**config.mk**
```make
export PLATFORM = sky130hd
export DESIGN_NAME = fetch_ctrl
export DESIGN_NICKNAME = d
export VERILOG_FILES = /design/src/rtl/fetch_ctrl.sv
export SDC_FILE = /design/constraint.sdc
export NUM_CORES = 1
export LEC_CHECK = 0
export ABC_AREA = 1
export BUFFER_PORTS_ARGS = -buffer_cell sky130_fd_sc_hd__buf_2
export CAP_MARGIN = 20
export CORE_MARGIN = 2
export CORE_UTILIZATION = 32
export DETAILED_ROUTE_END_ITERATION = 12
export PLACE_DENSITY = 0.56
export SKIP_CTS_REPAIR_TIMING = 1
export SYNTH_ARGS = -nofsm -noshare
export SYNTH_HDL_FRONTEND = slang
export SYNTH_SLANG_ARGS = --single-unit
```
**constraint.sdc**
```tcl
create_clock -name CLK -period 2.4 [get_ports CLK]
set_input_delay 0.36 -clock CLK [delete_from_list [all_inputs] [get_ports CLK]]
set_output_delay 0.36 -clock CLK [all_outputs]
set_load 0.02 [all_outputs]
```
**src/rtl/fetch_ctrl.sv**
```systemverilog
// fetch_ctrl: program-counter sequencer for the single-issue core.
//   Fetches one instruction at a time over a req/ack memory handshake and
//   presents it to decode over a valid/ready handshake. A control-flow opcode
//   (JAL, JALR, BRANCH) parks the block until execute resolves it, then the
//   PC is redirected by a signed offset or advanced by 4.
//
// Optional build macro: FETCH_CTRL_PERF_EN enables the PERF_INSTR/PERF_STALL
//   counters; without it both outputs are tied to zero.
//
// Ports:
//   CLK, RESET                      clock, async active-low reset
//   EN                              fetch enable
//   IMEM_REQ/ADDR/ACK/RDATA         instruction memory handshake
//   INSTR/INSTR_VALID/INSTR_READY   decode handshake
//   PC_OUT                          address of INSTR
//   RES_VALID/RES_TAKEN/RES_OFFSET  control-flow resolution from execute
//   ERR                             sticky fault (misaligned target or timeout)
//   PERF_INSTR/PERF_STALL           optional performance counters
//
// state   | meaning
// --------+---------------------------------------------------------------
// IDLE    | waiting for EN; parked here permanently while ERR=1
// FETCH   | IMEM_REQ high, IMEM_ADDR=PC held until IMEM_ACK
// HOLD    | INSTR_VALID high until decode samples INSTR_READY
// RESOLVE | control-flow opcode issued, waiting for RES_VALID or timeout
module fetch_ctrl #(
    parameter logic [31:0] RESET_VEC   = 32'h0000_0000,
    parameter int          RES_TIMEOUT = 16
) (
    input  logic        CLK,
    input  logic        RESET,
    input  logic        EN,
    output logic        IMEM_REQ,
    output logic [31:0] IMEM_ADDR,
    input  logic        IMEM_ACK,
    input  logic [31:0] IMEM_RDATA,
    output logic [31:0] INSTR,
    output logic        INSTR_VALID,
    input  logic        INSTR_READY,
    output logic [31:0] PC_OUT,
    input  logic        RES_VALID,
    input  logic        RES_TAKEN,
    input  logic [31:0] RES_OFFSET,
    output logic        ERR,
    output logic [31:0] PERF_INSTR,
    output logic [31:0] PERF_STALL
);

    typedef enum logic [1:0] {
        S_IDLE    = 2'd0,
        S_FETCH   = 2'd1,
        S_HOLD    = 2'd2,
        S_RESOLVE = 2'd3
    } state_t;

    localparam logic [6:0] OP_JAL    = 7'b1101111;
    localparam logic [6:0] OP_JALR   = 7'b1100111;
    localparam logic [6:0] OP_BRANCH = 7'b1100011;

    // Timeout fires on the RES_TIMEOUT-th RESOLVE cycle without RES_VALID.
    localparam logic [7:0] TMO_LAST = 8'(RES_TIMEOUT - 1);

    state_t      state;
    logic [31:0] pc;
    logic [31:0] instr;
    logic [31:0] pc_out;
    logic        imem_req;
    logic        instr_valid;
    logic        err;
    logic [7:0]  tmo_cnt;

    logic [31:0] res_target;
    logic        instr_is_cf;

    assign res_target  = pc + RES_OFFSET;
    assign instr_is_cf = (instr[6:0] == OP_JAL) || (instr[6:0] == OP_JALR) ||
                         (instr[6:0] == OP_BRANCH);

    always_ff @(posedge CLK or negedge RESET) begin
        if (!RESET) begin
            state       <= S_IDLE;
            pc          <= RESET_VEC;
            instr       <= '0;
            pc_out      <= RESET_VEC;
            imem_req    <= 1'b0;
            instr_valid <= 1'b0;
            err         <= 1'b0;
            tmo_cnt     <= '0;
        end else begin
            case (state)
                S_IDLE: begin
                    if (EN && !err) begin
                        state    <= S_FETCH;
                        imem_req <= 1'b1;
                    end
                end
                S_FETCH: begin
                    // EN is deliberately not checked: a started fetch always completes.
                    if (IMEM_ACK) begin
                        instr       <= IMEM_RDATA;
                        pc_out      <= pc;
                        instr_valid <= 1'b1;
                        imem_req    <= 1'b0;
                        state       <= S_HOLD;
                    end
                end
                S_HOLD: begin
                    if (INSTR_READY) begin
                        instr_valid <= 1'b0;
                        if (instr_is_cf) begin
                            tmo_cnt <= '0;
                            state   <= S_RESOLVE;
                        end else begin
                            pc       <= pc + 32'd4;
                            imem_req <= EN;
                            state    <= EN ? S_FETCH : S_IDLE;
                        end
                    end
                end
                S_RESOLVE: begin
                    if (RES_VALID) begin
                        if (RES_TAKEN && (res_target[1:0] != 2'b00)) begin
                            err   <= 1'b1;
                            state <= S_IDLE;
                        end else begin
                            pc       <= RES_TAKEN ? res_target : pc + 32'd4;
                            imem_req <= EN;
                            state    <= EN ? S_FETCH : S_IDLE;
                        end
                    end else if (tmo_cnt == TMO_LAST) begin
                        err   <= 1'b1;
                        state <= S_IDLE;
                    end else begin
                        tmo_cnt <= tmo_cnt + 8'd1;
                    end
                end
                default: begin
                    state    <= S_IDLE;
                    imem_req <= 1'b0;
                end
            endcase
        end
    end

    assign IMEM_REQ    = imem_req;
    assign IMEM_ADDR   = pc;
    assign INSTR       = instr;
    assign INSTR_VALID = instr_valid;
    assign PC_OUT      = pc_out;
    assign ERR         = err;

`ifdef FETCH_CTRL_PERF_EN
    logic [31:0] perf_instr;
    logic [31:0] perf_stall;

    always_ff @(posedge CLK or negedge RESET) begin
        if (!RESET) begin
            perf_instr <= '0;
            perf_stall <= '0;
        end else begin
            if (instr_valid && INSTR_READY)
                perf_instr <= perf_instr + 32'd1;
            if ((state == S_RESOLVE) || ((state == S_FETCH) && !IMEM_ACK))
                perf_stall <= perf_stall + 32'd1;
        end
    end

    assign PERF_INSTR = perf_instr;
    assign PERF_STALL = perf_stall;
`else
    assign PERF_INSTR = '0;
    assign PERF_STALL = '0;
`endif

endmodule

```
==> Word-level counts from Yosys, hierarchy flattened <==
Cells that the tools add are included.
{ "totals": {"register_bits": 109, "elab_cells": 79} }
{ "classes": {"n_addsub": 3, "n_eq_ne": 18, "mux": 33, "reduce_logical": 17} }
{ "ops": {"columns": ["op", "count"], "rows": [
  ["$mux W32", 5],
  ["$pmux W32 S2", 1],
  ["$add A32 B3 Y32 const B", 1],
  ["$add A32 B32 Y32", 1],
  ["$mux W8", 4],
  ["$eq A7 B7 Y1 const B", 3],
  ["$ne A2 B2 Y1 const B", 9],
  ["$pmux W8 S2", 1],
  ["$mux W1", 13],
  ["$mux W2", 6],
  ["$reduce_and A5 Y1", 2],
  ["$add A8 B1 Y8 const B", 1],
  ["$eq A8 B4 Y1 const B", 1],
  ["$pmux W2 S4", 1],
  ["$reduce_bool A2 Y1", 4],
  ["$reduce_and A3 Y1", 2],
  ["$reduce_and A6 Y1", 1],
  ["$eq A2 B2 Y1 const B", 2],
  ["$pmux W1 S4", 1],
  ["$reduce_and A4 Y1", 1],
  ["$ne A3 B3 Y1 const B", 1],
  ["$eq A2 B1 Y1 const B", 1],
  ["$logic_and A1 B1 Y1", 2],
  ["$logic_not A2 Y1", 1],
  ["5 further kinds", 6]
]} }

==> Depth between registers and ports, before layout <==
Gate-level depths: netlist of the first run.
{ "logic_depth": {"ltp_word": 6, "mapped_depth": 13} }

==> Least setup slack after synthesis of the first run <==
No wires, ideal clock.
{ "synth_timing": {"kind": "register to register", "from": "register pc[0] (netlist: IMEM_ADDR[0])", "to": "register pc[10] (netlist: IMEM_ADDR[10])", "t_arrival_ps": 1992, "t_required_ps": 2269, "path_slack_ps": 277, "stages_incl_launch_ff": 11, "n_path_buf": 2, "cell_sequence": "dfrtp_1 ha_1 fa_1 o21ai_0 nand2_1 nand2_2 nand2_2 nor2_4 buf_6 buf_8 o22ai_2"} }
{ "synth_via": {"elab_chain_cells": 5} }
{ "synth_lines": {"columns": ["element", "line", "source"], "rows": [
  ["from (decl)", "64", "logic [31:0] pc;"],
  ["from (signal assigned)", "114", "pc <= pc + 32'd4;"],
  ["from (signal assigned)", "126", "pc <= RES_TAKEN ? res_target : pc + 32'd4;"],
  ["$add A32 B3 Y32 or $add A32 B32 Y32 (tied branches)", "114, 126, 75", null],
  ["$mux W32 or $reduce_bool A2 Y1 (tied branches)", "126, 122", null],
  ["$mux W32 or $logic_and A1 B1 Y1 (tied branches)", "122", "if (RES_TAKEN && (res_target[1:0] != 2'b00)) begin"],
  ["$mux W32 or $ne A2 B2 Y1 (tied branches)", null, null],
  ["$pmux W32 S2 or $reduce_and A5 Y1 (tied branches)", null, null]
]} }
Parallel ways exist; a longest one is shown, timed or not. The select of a mux whose other input is x is not followed.
A chain may end at the register's enable or synchronous reset.

==> Final worst setup path of the first run <==
{ "layout_timing": {"from": "register pc[17] (netlist: IMEM_ADDR[17])", "to": "register pc[19] (netlist: IMEM_ADDR[19])"} }
{ "layout_via": {"elab_chain_cells": 5} }
{ "layout_lines": {"columns": ["element", "line", "source"], "rows": [
  ["$add A32 B3 Y32 or $add A32 B32 Y32 (tied branches)", "114, 126, 75", null],
  ["$mux W32", "126", null],
  ["$mux W32", "122", null],
  ["$mux W32", "121", "if (RES_VALID) begin"],
  ["$pmux W32 S2 (*)", "90", "case (state)"]
]} }
Every way passes the cells marked *; elsewhere a longest branch is shown, timed or not. The select of a mux whose other input is x is not followed.

==> results by group, run 1 <==
Outcome
  • Status: finished clean

Critical path
  • Slowest CP cell: dfrtp_1
  • Peak fanout along the critical path: 5
  • CP Launch Type: register
  • Crit path required time: 2650 ps
  • Worst Setup SP: IMEM_ADDR[17]$_DFFE_PN0P_
  • Data arrival, critical path: roughly 2500 ps
  • Worst Setup EP: IMEM_ADDR[19]$_DFFE_PN0P_
  • Reg-to-Reg Start: IMEM_ADDR[17]$_DFFE_PN0P_
  • Top Family by Delay on Critical Path: simple AND/OR/NAND/NOR gates
  • Reg2reg setup slack: 110 ps
  • WS Path Type: reg -> reg
  • Worst-path cell chain: ha_1 -> nand2_1 -> inv_1 -> nand2_1 -> nor2_1 -> nand4_1 -> nand4_1 -> nand3_1 -> nand3_2 -> nand2_1
  • R2R cell count: 10
  • CP endpoint kind: register
  • Stages on the worst setup path: 10
  • Reg2Reg Capture Point: IMEM_ADDR[19]$_DFFE_PN0P_
  • CP Buf/Inv Count: 1
  • CP peak stage delay: 450 ps
  • Worst path most repeated cell: nand2_1

Clock network
  • Worst-skew pair later-pin latency: 360 ps
  • Clk sinks: approximately 110
  • Root buffer cell: clkbuf_16
  • Max clock buf depth: 2
  • Cts bufs inserted: 9
  • H-tree lvl count: 3
  • Reg clk slew, reported paths: 80 ps
  • CTS tree: built

Floorplan
  • Site Rows: 59
  • Die X: ~170 um
  • Die area: 0.0278 mm^2
  • Die H: about 170 um
  • Initial Util: 32.5%
  • Ports: about 230
  • Core ar.: 0.0261 mm^2

Timing
  • Fmax: between 0.4 and 0.5 GHz
  • Crit path time final: 2290 ps
  • Final hold vios: 0
  • Fin Clk Skew: around 8.9 ps
  • Final period util: 95.3%
  • Setup TNS: 0 ps
  • Endpoints failing setup: 0
  • Final-report max-slew violation count: 0
  • Worst setup margin: 114 ps

Pwr
  • Static leakage: 5.67 nW
  • PnR Total Power: roughly 0.012 W
  • Power Density: 1210 mW/mm^2
  • VDD IR-drop max: 0.000503 V

Synthesis
  • Share of the synthesized area in the top cell type: 32.2%
  • Seq cells post-synth: ~110
  • Primary FF master, synth: dfrtp_1
  • Synth Warn #: 0
  • Top-count cell post-synth: nand2_1
  • Top cells by count, synth: nand2_1 (419), inv_1 (192), dfrtp_1 (109)
  • Top cells by area, synth: dfrtp_1 (32%), nand2_1 (19%), inv_1 (8.5%)
  • Post-synthesis sequential area ratio: between 30% and 40%
  • Count of different cell masters after synthesis: 44
  • Mapped Cells: ~1200
  • Netlist Area Pre-Place: 0.00848 mm^2
  • Post-synth EDFFs: 0
  • Async SR Flop Fraction: 100%
  • Avg Inst Size Synth: 6.83 um^2
  • Largest area contributor in the netlist: dfrtp_1

Placement
  • Worst slack, placed: 39.1 ps
  • DPL Wire Length: 21500 um
  • GP Congestion: approximately 0.96
  • IO Port Bufs: between 150 and 200

Route
  • Final ANT Viol Nets: 0
  • Final Routed Wirelength: 26400 um
  • Vias post-DR: 8253
  • Post-DR vias/cell: 4.65
  • Routed len/inst: 14.9 um
  • Initial DRC count: approximately 510
  • DRC viols: 0
  • First-pass DRT Iterations: 5

Final layout
  • Area of the multi-input gates: roughly 0.0046 mm^2
  • Final #Nets: 1538
  • Util after Layout: 38.3%
  • Share of layout cells above drive strength 1: 20.2%
  • Layout fillers: 2850
  • Layout area overhead: 17.8%
  • Storage element area: 0.00273 mm^2
  • Antenna cells: 0

GRT
  • GRT Residual Overflow: 0
  • Pin count of the biggest net entering global routing: 71
  • First-pass GRT wire length: 40700 um
  • Initial antenna violation count: 0
  • Number of global-route vias before repair: 7528
  • Total global-route track usage: approximately a fifth

Run
  • Max_cap viols: 0

Hold path
  • Hold crit path type: in -> reg
  • WHS Path Cells: 2
-- cell usage in the layout (no fill, tap or decap), types with 19 or more instances in the layout --
master,instances
nand2_1,419
inv_1,192
buf_2,168
dfrtp_1,108
nand3_1,92
nor2_1,76
conb_1,64
o21ai_0,57
mux2_2,36
ha_1,32
buf_4,32
a21oi_1,31
nor3_1,19
-- layer usage --
metal	vias up	share of wire [%]	GRT usage (%)
li1	4178	-	-
met2	289	43	28.1
met3	39	5.8	1.83
met5	-	0	0
met1	3747	49	27.6
met4	0	2.6	6.60
-- state kept, by name, summed over array words and instances (netlist names) --
register	cells
IMEM_ADDR	32
INSTR	32
PC_OUT	32
tmo_cnt	8
state	2
ERR	1
IMEM_REQ	1
INSTR_VALID	1
-- how the worst min path moves through the flow --
stage	startpoint	end	slack [ps]
final	IMEM_RDATA[29]	INSTR[29]$_DFFE_PN0P_	220
after detailed placement	RESET	INSTR[10]$_DFFE_PN0P_	360
after CTS	RESET	PC_OUT[1]$_DFFE_PN0P_	-30
after global placement	RESET	INSTR[10]$_DFFE_PN0P_	350
after global routing	IMEM_RDATA[29]	INSTR[29]$_DFFE_PN0P_	220
after floorplan	RESET	ERR$_DFFE_PN0P_	60
-- power breakdown --
group / switching, W / internal [W]
Combinational: 0.00481 / 0.00253
Clock: 0.000745 / 0.000753
Sequential: 0.000617 / 0.00261
Total: 0.00618 / 0.00590
-- cells by family after synthesis --
family	Yosys count	share of synthesized area [%]
adders and majority gates	34	5.11
and+or+nand+nor	648	32.4
muxes	36	4.78
xor gates and xnor gates	16	1.65
buffers and inverters	285	16.3
AOI/OAI and AO/OA	112	7.50
other	1	0.0442
DFF	109	32.2
-- layout make-up --
type                    instances  share of cell area (%)
multi-input cells             910                    46.3
flip-flops and latches        109                    27.3
repair buffers                205                    11.8
inverters                     198                    7.52
well taps                     335                    4.20
clock buffers                  10                    2.39
clock inverters                 6                   0.526
-- metrics by stage --
step / cell area, um^2 / hold WS, ps / std cells
after global placement: 9630 / 354 / 1753
after global routing: 9990 / 216 / 1773
after CTS: 9930 / -31.6 / 1769
after floorplan: 8710 / 64.4 / 1304
final: 9990 / 224 / 1773
after detailed placement: 9630 / 362 / 1753
-- worst register-to-register path, cell delays in order, from the launching register on --
cell and delay, ps:
dfrtp_1 450, ha_1 420, nand2_1 100, inv_1 100
nand2_1 90, nor2_1 320, nand4_1 280, nand4_1 170
nand3_1 130, nand3_2 90, nand2_1 50
No activity file was read; power rests on OpenSTA's default activity.
==> run 2, diff against run 1 <==
- ABC_AREA: 1 -> 0
- PLACE_DENSITY: 0.56 -> 0.58
==> run 2 against run 1 <==
Against the previous run:
- the run now ends with hold timing, setup timing left
- via count shrank 20%
- core utilization grew 4.7 points
- critical path type unchanged
- critical endpoint unchanged
- setup slack lost 180 ps
- register-to-register slack lost 180 ps
==> results by group, run 2 <==
Critical path
  • Slowest CP cell: dfrtp_1
  • Data arrival, critical path: 2720 ps
  • Crit path required time: 2660 ps
  • CP peak stage delay: 390 ps
  • Reg-to-Reg Start: IMEM_ADDR[10]$_DFFE_PN0P_
  • Reg2reg setup slack: -60 ps
  • Worst-path cell chain: ha_1 -> nor3_1 -> nand2_1 -> o22ai_1 -> o21ai_1 -> a21oi_2 -> o221ai_1 -> xnor2_1 -> a211oi_1
  • Peak fanout along the critical path: 3
  • Top Family by Delay on Critical Path: compound AO/OA/AOI/OAI gates
  • CP endpoint kind: register
  • WS Path Type: reg -> reg
  • Worst Setup SP: IMEM_ADDR[10]$_DFFE_PN0P_
  • CP Buf/Inv Count: 0
  • CP Launch Type: register

Timing
  • Endpoints failing setup: 5
  • Final hold vios: 33
  • Fmax: 0.406 GHz
  • Worst setup margin: -64.4 ps
  • Setup TNS: -164 ps
  • Crit path time final: 2460 ps
  • Hold slack: -18.9 ps
  • RSZ-0062 raised after global routing: true
  • Relative slew margins: roughly 64%
  • Final period util: 103%
  • Final-report max-slew violation count: 0
  • Least-Margin Pin Slew: 547 ps
  • Fin Clk Skew: 12.0 ps

Synthesis
  • Largest area contributor in the netlist: dfrtp_1
  • Top cells by count, synth: dfrtp_1 (109), a21oi_1 (69), buf_4 (65)
  • Async SR Flop Fraction: 100%
  • Count of different cell masters after synthesis: 73
  • Post-synthesis sequential area ratio: 38.1%
  • Netlist Area Pre-Place: about 0.0072 mm^2
  • Top cells by area, synth: dfrtp_1 (38%), mux2_2 (9.7%), buf_4 (6.8%)
  • Synth Warn #: 0
  • Primary FF master, synth: dfrtp_1
  • Mapped Cells: roughly 760
  • Post-synth EDFFs: 0
  • Seq cells post-synth: 109
  • Share of the synthesized area in the top cell type: 38.1%
  • Top-count cell post-synth: dfrtp_1
  • Avg Inst Size Synth: 9.47 um^2

Route
  • Final ANT Viol Nets: 0
  • First-pass DRT Iterations: 5
  • Final Routed Wirelength: 21100 um
  • Routed len/inst: 16.3 um
  • Initial DRC count: around 460
  • Post-DR vias/cell: 5.10
  • DRC viols: 0
  • Vias post-DR: 6590

Final layout
  • Commonest non-fill, non-tap cells in the layout: buf_2 (168), dfrtp_1 (106), buf_4 (96)
  • Util after Layout: 43.0%
  • Cell area after layout: ~0.0094 mm^2
  • Antenna cells: 0
  • Area of the multi-input gates: 0.00432 mm^2
  • Layout fillers: 2150
  • Final #Nets: about 1100
  • Layout area overhead: 31.3%
  • Commonest non-fill, non-tap cell in the layout: buf_2
  • Share of layout cells above drive strength 1: 40.9%
  • Storage element area: ~0.0027 mm^2

Outcome
  • Status: finished with violations
  • Violated checks: hold timing, setup timing

Floorplan
  • Ports: 234
  • Die X: between 150 and 200 um
  • Die H: about 150 um
  • Initial Util: 32.7%
  • Core ar.: 0.0219 mm^2
  • Die area: 0.0236 mm^2
  • Site Rows: 54

Clock network
  • Max clock buf depth: 2
  • Reg clk slew, reported paths: 80 ps
  • CTS tree: built
  • H-tree lvl count: 3
  • Clk sinks: 109
  • Cts bufs inserted: 9
  • Worst-skew pair later-pin latency: 360 ps
  • Root buffer cell: clkbuf_16

Hold path
  • Hold crit path type: in -> async

GRT
  • Number of global-route vias before repair: 6353
  • First-pass GRT wire length: approximately 34000 um
  • Total global-route track usage: 17.6%
  • Initial antenna violation count: 0
  • GRT Residual Overflow: 0
  • Pin count of the biggest net entering global routing: 48

Placement
  • Worst slack, placed: -239 ps
  • DP Area: 0.00883 mm^2
  • IO Port Bufs: 169
  • DPL Wire Length: 16100 um
  • GP Congestion: 0.865

Run
  • Max_cap viols: 0

Pwr
  • VDD IR-drop max: about 0.00063 V
  • Power Density: 1300 mW/mm^2
  • Static leakage: 4.49 nW
## run 2: cell count changes after synthesis, moves of 26 or more
cell | before | now
nand3_1 | 93 | 28
a21oi_1 | 32 | 69
inv_1 | 192 | 16
mux2_2 | 36 | 62
nor2_1 | 76 | 41
nand2_1 | 419 | 48
## run 2: per-stage QoR
stage | power (W) | instances
3_5_place_dp | 0.0103 | 1272
4_1_cts | 0.0119 | 1288
3_3_place_gp | 0.0103 | 1272
5_1_grt | 0.0131 | 1292
2_1_floorplan | 0.00773 | 820
6_report | 0.0122 | 1292
## run 2: cells by family after synthesis
| family | share of synthesized area (%) |
|---|---|
| multiplexers | 10.1 |
| AND/OR/NAND/NOR | 14.7 |
| flip-flops | 38.1 |
| AO/OA/AOI/OAI | 18.6 |
| buffers and inverters | 9.43 |
| XOR/XNOR | 2.93 |
| other | 0.0523 |
| adder cells (fa/ha/maj) | 6.04 |
## run 2: report_power, final
group,switching (W),internal [W]
sequential,0.000544,0.00263
clock,0.000780,0.000727
combinational,0.00427,0.00324
total,0.00560,0.00660
## run 2: worst paths after layout
| kind | to | cells after the start |
|---|---|---|
| max | IMEM_ADDR[19]$_DFFE_PN0P_ | 9 |
| min | IMEM_ADDR[18]$_DFFE_PN0P_ | 1 |
| max reg2reg | IMEM_ADDR[19]$_DFFE_PN0P_ | 9 |
| max in group asynchronous | IMEM_ADDR[0]$_DFFE_PN0P_ | 2 |
| min in group CLK | INSTR[23]$_DFFE_PN0P_ | 2 |
| min reg2reg | PC_OUT[19]$_DFFE_PN0P_ | 2 |
## run 2: layout make-up
type                    instances  area share, %
clock inverters                 6          0.545
repair buffers                270           17.7
inverters                      16          0.638
multi-input cells             601           45.9
clock buffers                  10           2.43
well taps                     280           3.72
flip-flops and latches        109           29.0
## run 2: per-layer routing
metal	vias up	GRT usage (%)	share of wire [%]
met5	-	0	0
met4	0	4.33	1.4
met3	19	3.27	5.4
met2	240	29.1	48
met1	3197	23.8	45
li1	3134	-	-
